$ cat config.mk
export PLATFORM = sky130hd
export DESIGN_NAME = plot_arbiter
export DESIGN_NICKNAME = d
export VERILOG_FILES = /design/src/rtl/plot_arbiter.sv
export SDC_FILE = /design/constraint.sdc
export NUM_CORES = 1
export LEC_CHECK = 0
export CAP_MARGIN = 5
export CORE_MARGIN = 5
export CORE_UTILIZATION = 35
export DETAILED_ROUTE_END_ITERATION = 6
export GPL_TIMING_DRIVEN = 1
export PLACE_DENSITY_LB_ADDON = 0.08
export SYNTH_ARGS = -nofsm -noshare
export SYNTH_HDL_FRONTEND = slang
export SYNTH_SLANG_ARGS = --single-unit
$ cat constraint.sdc
create_clock -name clk -period 4.25 [get_ports clk]
set_input_delay 0.6375 -clock clk [delete_from_list [all_inputs] [get_ports clk]]
set_output_delay 0.6375 -clock clk [all_outputs]
set_load 0.02 [all_outputs]
$ cat src/rtl/plot_arbiter.sv
// Multi-client rectangle-fill front end for the 160x120 VGA adapter.
// Round-robin grants one rectangle at a time and plots it one pixel per clock.
module plot_arbiter #(
  parameter int NUM_CH   = 2,
  parameter int X_W      = 8,
  parameter int Y_W      = 7,
  parameter int COLOUR_W = 6,
  parameter int SIZE_W   = 3,
  parameter int H_RES    = 160,
  parameter int V_RES    = 120
) (
  input  logic                         clk,
  input  logic                         reset_n,
  input  logic [NUM_CH-1:0]            req_valid,
  output logic [NUM_CH-1:0]            req_ready,
  input  logic [NUM_CH*X_W-1:0]        req_x,
  input  logic [NUM_CH*Y_W-1:0]        req_y,
  input  logic [NUM_CH*COLOUR_W-1:0]   req_colour,
  input  logic [NUM_CH*SIZE_W-1:0]     req_w,
  input  logic [NUM_CH*SIZE_W-1:0]     req_h,
  output logic [X_W-1:0]               X,
  output logic [Y_W-1:0]               Y,
  output logic [COLOUR_W-1:0]          colour,
  output logic                         writeEn,
  output logic                         busy,
  output logic [2:0]                   grant_id
);

  localparam logic [0:0] ST_IDLE = 1'b0;
  localparam logic [0:0] ST_DRAW = 1'b1;

  logic [NUM_CH-1:0][X_W-1:0]      w_x;
  logic [NUM_CH-1:0][Y_W-1:0]      w_y;
  logic [NUM_CH-1:0][COLOUR_W-1:0] w_col;
  logic [NUM_CH-1:0][SIZE_W-1:0]   w_w;
  logic [NUM_CH-1:0][SIZE_W-1:0]   w_h;

  genvar g;
  for (g = 0; g < NUM_CH; g++) begin : g_unpack
    assign w_x[g]   = req_x[g*X_W +: X_W];
    assign w_y[g]   = req_y[g*Y_W +: Y_W];
    assign w_col[g] = req_colour[g*COLOUR_W +: COLOUR_W];
    assign w_w[g]   = req_w[g*SIZE_W +: SIZE_W];
    assign w_h[g]   = req_h[g*SIZE_W +: SIZE_W];
  end

  logic [0:0]          r_state;
  logic [2:0]          r_last;
  logic [2:0]          r_grant;
  logic [X_W-1:0]      r_x0;
  logic [Y_W-1:0]      r_y0;
  logic [COLOUR_W-1:0] r_col;
  logic [SIZE_W-1:0]   r_w, r_h, r_dx, r_dy;
  logic [X_W-1:0]      r_X;
  logic [Y_W-1:0]      r_Y;
  logic [COLOUR_W-1:0] r_colour;
  logic                r_we;

  // Rotating priority: lowest valid index above the pointer, else lowest at/below it.
  logic       w_hi_any, w_lo_any, w_any;
  logic [2:0] w_hi, w_lo, w_win;
  always_comb begin
    w_hi_any = 1'b0;
    w_lo_any = 1'b0;
    w_hi     = '0;
    w_lo     = '0;
    for (int i = NUM_CH-1; i >= 0; i--) begin
      if (req_valid[i]) begin
        if (3'(i) > r_last) begin
          w_hi_any = 1'b1;
          w_hi     = 3'(i);
        end else begin
          w_lo_any = 1'b1;
          w_lo     = 3'(i);
        end
      end
    end
  end
  assign w_any = w_hi_any | w_lo_any;
  assign w_win = w_hi_any ? w_hi : w_lo;

  logic [X_W-1:0]      w_sel_x;
  logic [Y_W-1:0]      w_sel_y;
  logic [COLOUR_W-1:0] w_sel_col;
  logic [SIZE_W-1:0]   w_sel_w, w_sel_h;
  always_comb begin
    w_sel_x   = '0;
    w_sel_y   = '0;
    w_sel_col = '0;
    w_sel_w   = '0;
    w_sel_h   = '0;
    req_ready = '0;
    for (int i = 0; i < NUM_CH; i++) begin
      if (3'(i) == w_win) begin
        w_sel_x      = w_x[i];
        w_sel_y      = w_y[i];
        w_sel_col    = w_col[i];
        w_sel_w      = w_w[i];
        w_sel_h      = w_h[i];
        req_ready[i] = reset_n && (r_state == ST_IDLE) && w_any;
      end
    end
  end

  // One extra bit on the sums so off-screen pixels are clipped, not wrapped.
  logic [X_W:0] w_sx;
  logic [Y_W:0] w_sy;
  logic         w_on;
  assign w_sx = {1'b0, r_x0} + {{(X_W+1-SIZE_W){1'b0}}, r_dx};
  assign w_sy = {1'b0, r_y0} + {{(Y_W+1-SIZE_W){1'b0}}, r_dy};
  assign w_on = (w_sx < (X_W+1)'(H_RES)) && (w_sy < (Y_W+1)'(V_RES));

  always_ff @(posedge clk or negedge reset_n) begin
    if (!reset_n) begin
      r_state  <= ST_IDLE;
      r_last   <= 3'(NUM_CH-1);
      r_grant  <= '0;
      r_x0     <= '0;
      r_y0     <= '0;
      r_col    <= '0;
      r_w      <= '0;
      r_h      <= '0;
      r_dx     <= '0;
      r_dy     <= '0;
      r_X      <= '0;
      r_Y      <= '0;
      r_colour <= '0;
      r_we     <= 1'b0;
    end else begin
      case (r_state)
        ST_IDLE: begin
          r_we <= 1'b0;
          if (w_any) begin
            r_x0    <= w_sel_x;
            r_y0    <= w_sel_y;
            r_col   <= w_sel_col;
            r_w     <= w_sel_w;
            r_h     <= w_sel_h;
            r_last  <= w_win;
            r_grant <= w_win;
            r_dx    <= '0;
            r_dy    <= '0;
            r_state <= ST_DRAW;
          end
        end
        ST_DRAW: begin
          r_we     <= w_on;
          r_X      <= w_sx[X_W-1:0];
          r_Y      <= w_sy[Y_W-1:0];
          r_colour <= r_col;
          if (r_dx == r_w) begin
            r_dx <= '0;
            if (r_dy == r_h) r_state <= ST_IDLE;
            else             r_dy    <= r_dy + 1'b1;
          end else begin
            r_dx <= r_dx + 1'b1;
          end
        end
        default: r_state <= ST_IDLE;
      endcase
    end
  end

  assign X        = r_X;
  assign Y        = r_Y;
  assign colour   = r_colour;
  assign writeEn  = r_we;
  assign busy     = (r_state == ST_DRAW);
  assign grant_id = r_grant;

endmodule

Yosys cells after proc, flatten, opt, wreduce, memory -nomap -nowiden. Cells that the tools add are included.

Equal/unequal tests: 6. Reduce and logical (&&, ||, !) cells: 6. Order comparisons: 4. Shift-type cells: 0. Muxes and demuxes: 40. Add/sub/neg operators: 4. Bitwise operators: 2. Multiply operators: 0. Divide/modulo/power cells: 0.

Operators by type and width (number): $mux W3 (13); $mux W1 (17); $mux W8 (2); $mux W7 (2); $mux W6 (2); $pmux W3 S2 (2); $add A8 B3 Y9 (1); $lt A9 B8 Y1 const B (1); $add A7 B3 Y8 (1); $lt A8 B7 Y1 const B (1); $add A3 B1 Y3 const B (2); $eq A3 B3 Y1 (2); $gt A1 B3 Y1 const A (2); $ne A2 B2 Y1 const B (2); $pmux W1 S2 (2); $eq A1 B3 Y1 const A (1); $logic_and A1 B1 Y1 (3); $logic_not A3 Y1 (1); $reduce_and A3 Y1 (1); $ne A2 B1 Y1 const B (1); $reduce_and A2 Y1 (1); $not A1 Y1 (1); $or A1 B1 Y1 (1).

Bits in read-only memories: 0. RAM bits: 0. Register bits: 62. Input port bits: 58. Logic and storage cells: 76. Memories kept: 0. Bits in latches: 0.

Longest topological paths before layout.
Depth in word-level cells: 9. Mapped depth: 7. Gate-level depth less buffers: 7.

Worst setup path after synthesis. No wires, ideal clock.

Kind: reg-to-output. From: register r_state (netlist: busy). To: output port req_ready[0]. Arrival time: 1738 ps. Path slack: 1874 ps. Stages on the path, launching flop included: 7. Path through: dfrtp_1 -> buf_4 -> clkinv_1 -> o21ai_0 -> buf_4 -> buf_2 -> nor3b_1.

Cells in the longest elaborated chain, start to end: 4.

Ends and longest elaborated chain: from (decl) (line 47) `logic [0:0] r_state;`; from (signal assigned) (line 115) `r_state <= ST_IDLE;`; from (signal assigned) (line 143) `r_state <= ST_DRAW;`; from (signal assigned) (line 153) `if (r_dy == r_h) r_state <= ST_IDLE;`; $not A1 Y1 (no line); $logic_and A1 B1 Y1 (2 in series) (line 100) `req_ready[i] = reset_n && (r_state == ST_IDLE) && w_any;`; $mux W1 (line 94) `if (3'(i) == w_win) begin`; to (decl) (line 15) `output logic [NUM_CH-1:0] req_ready,`.

No other way between the ends.

Worst setup path in the final report.
From: input port req_valid[1]. To: output port req_ready[1].

Cells in the longest elaborated chain, start to end: 6.

Ends and longest elaborated chain: from (decl) (line 14) `input logic [NUM_CH-1:0] req_valid,`; $mux W1 (line 68) `if (req_valid[i]) begin`; $mux W3 or $mux W1 (tied branches) (line 69) `if (3'(i) > r_last) begin`; $mux W3 or $mux W1 (tied branches) (line 68); $mux W3 or $or A1 B1 Y1 (tied branches) (line 80, 79); $eq A1 B3 Y1 or $logic_and A1 B1 Y1 (tied branches) (line 94, 100); $mux W1 (*) (line 94).

Every way passes the cells marked *; elsewhere a longest branch is shown, timed or not.

==> results.toml <==
[worst_setup_path]
startpoint = "req_valid[1]"
crit_arrival_ns = 2.45
regToRegSetupSlack_ns = 2.01
cp-end-kind = "output port"
cpMostUsedCell = "clkdlybuf4s50_1"
crit_buf_inv = 2
cpMaxStageDelayCell = "clkdlybuf4s50_1"
reg2reg_from = "r_dy[0]"
cpLargestDelayFamily = "buffers and inverters"
worstPathRequired_ns = 3.61
worstPathMaxFanout = 9
crit_chain = "clkdlybuf4s50_1 > a21boi_4 > and3_1 > clkdlybuf4s50_1"
cpPeakStageDelay_ns = 0.60
startpoint_type = "input pin"
crit_type = "in -> out"

[synth]
synth_area_leader_cell = "dfrtp_1"
yosysMostFrequentCell = "dfrtp_1"
ys.flop_type = "dfrtp_1"
synth_top_area_share_pct = 47.6
netlist_area_um2 = 3000
postSynthCellCount = 289
synth_edf_count = 0
synthTopCellsByCount = "dfrtp_1, nand2_1, o21ai_0"
ys_seq_area_share_pct = 48.4
yosys-top-cells-area = "dfrtp_1, mux2i_1, o21ai_0"
synth.distinct_cells = 44
syn-mean-instance-area_um2 = 10.4
yosysWarnings = 0
ys_ff_latch = 58
async_flop_share_pct = 100

[flow_run]
max_cap_violations = 0

[final_layout]
syn_to_final_growth_pct = 37.2
stdcell_count = 482
diodes = 0
nets = 440
postLayoutCellArea_um2 = 4120
layout-drive-gt1-share_pct = 9.81

[floorplanning]
io_pins = 86
die_y_um = 103
design.die.area_um2 = 10500
core_area_um2 = 8300
num_rows = 33
initial_core_util_pct = 36.1
die_x_um = 103

[timing]
rsz0062_at_grt = "false"
clock.fmax_mhz = 324
hold_ws_ns = 0.133
worst_clock_skew_ns = 0.00628
post-route-min-period_ns = 3.09
timing.setup.tns_ns = 0
hold_viol_final = 0
setup_viol = 0
finalCritPeriodShare_pct = 72.6
slew-limit-headroom_pct = 55.9
setup_ws_ns = 1.16
slew_violations = 0
tightest_slew_ns = 0.662

[place]
dpl_worst_slack_ns = 1.15
place_inst = 466
dpl_cell_area_um2 = 3930
dp_hpwl_um = 5020
place_congestion = 0.757
io_buffers = 83

[routing]
vias = 2329
routedWlPerCell_um = 14.4
drt_first_pass_iters = 4
drc_errors = 0
routed_wl_um = 6920
via_per_inst = 4.83
drt_iter0_drc = 95
antenna_left = 0

[clock_network]
cts_hold_buf = 0
cts_tree = "built"
ctsResizeCount = 0
clkTransAtPathRegs_ns = 0.07
clkLatencyLatePin_ns = 0.33
postCtsSetupRepairBufs = 0
clockBufferDepth = 2
cts-htree-levels = 3
cts.sinks = 58
numCtsBuffers = 9
root_buffer = "clkbuf_8"

[global_route]
globalRouteOverflowTotal = 0
antenna_found_initial = 0
grt_pass1_vias = 2395
grt_max_degree = 57
grt_usage_pct = 14.3
grt_pass1_wl_um = 11500

[worst_hold_path]
hp-class = "in -> async"

[power_and_ir_drop]
power_density_nw_per_um2 = 660
p_leak_nw = 1.79
ir_drop_uv = 239

[run_status]
status = "finished, final reports clean"
-- worst reg2reg max path, cell delays in order, from the launching register on --
cell       delay [ns]
dfrtp_1          0.46
ha_1             0.26
inv_1            0.07
fa_1             0.43
nand4bb_1        0.23
a2111oi_0        0.37
o21bai_1         0.10
and4b_1          0.20
-- area by class of cell --
cell class              instances  area (um^2)
clock buffers                  10          128
clock inverters                 6         57.6
fillers                       797         4180
inverters                       8         30.0
multi-input cells             208         1460
flip-flops and latches         58         1450
well taps                     105          131
repair buffers                 87          856
-- logic make-up after synthesis --
logic type,synth area share [%]
DFF,48.4
other,0.125
muxes,13.9
AOI/OAI and AO/OA,12.9
adders and majority gates,4.67
and+or+nand+nor,11.0
xor gates and xnor gates,5.26
buffers and inverters,3.75
-- worst paths after layout --
path	to	cells past startpoint
worst min register to register	r_col[4]	2
worst min-delay path	Y[0]	1
max in group asynchronous	r_x0[3]	2
worst max register to register	writeEn	7
min in group clk	r_col[4]	2
worst max-delay path	req_ready[1]	4
-- sequential cells by signal (all words and copies together) (netlist names), 3 cells and up --
signal  cells
X           8
r_x0        8
Y           7
r_y0        7
colour      6
r_col       6
r_dx        3
r_dy        3
r_h         3
r_w         3
-- stage by stage --
stage	utilization, %	total power, mW
after floorplan	-	1.79
after global placement	47.4	2.22
after detailed placement	47.4	2.26
after CTS	49.6	2.75
after global routing	49.6	2.95
final	49.6	2.71
-- routing by layer --
layer	track usage, %	vias to the layer above	routed length [um]
met3	5.62	5	429
met1	18.7	1079	3210
met5	0	-	0
li1	-	1181	-
met4	3.94	0	68
met2	22.2	64	3210
-- where the power goes --
group | internal [mW] | leakage (nW) | total, mW | switching [mW]
clock network | 0.266 | 0.0958 | 0.487 | 0.221
logic | 0.609 | 0.965 | 1.24 | 0.629
registers | 0.795 | 0.732 | 0.988 | 0.193
total | 1.67 | 1.79 | 2.71 | 1.04
-- placed cells by master (no fill, tap or decap), types with 3 or more instances in the layout --
cell              n
dfrtp_1          57
nor2_1           10
xor2_1            8
clkdlybuf4s50_1  82
inv_1             7
clkinv_2          4
buf_4             4
ha_1              8
nand2_1          40
xnor2_1          10
a21oi_1          11
o21ai_0          35
nand3_1           6
clkbuf_8          9
nor3_1            3
o211ai_1          4
mux2i_1          28
mux2_2           12
No activity file was read; power rests on OpenSTA's default activity.
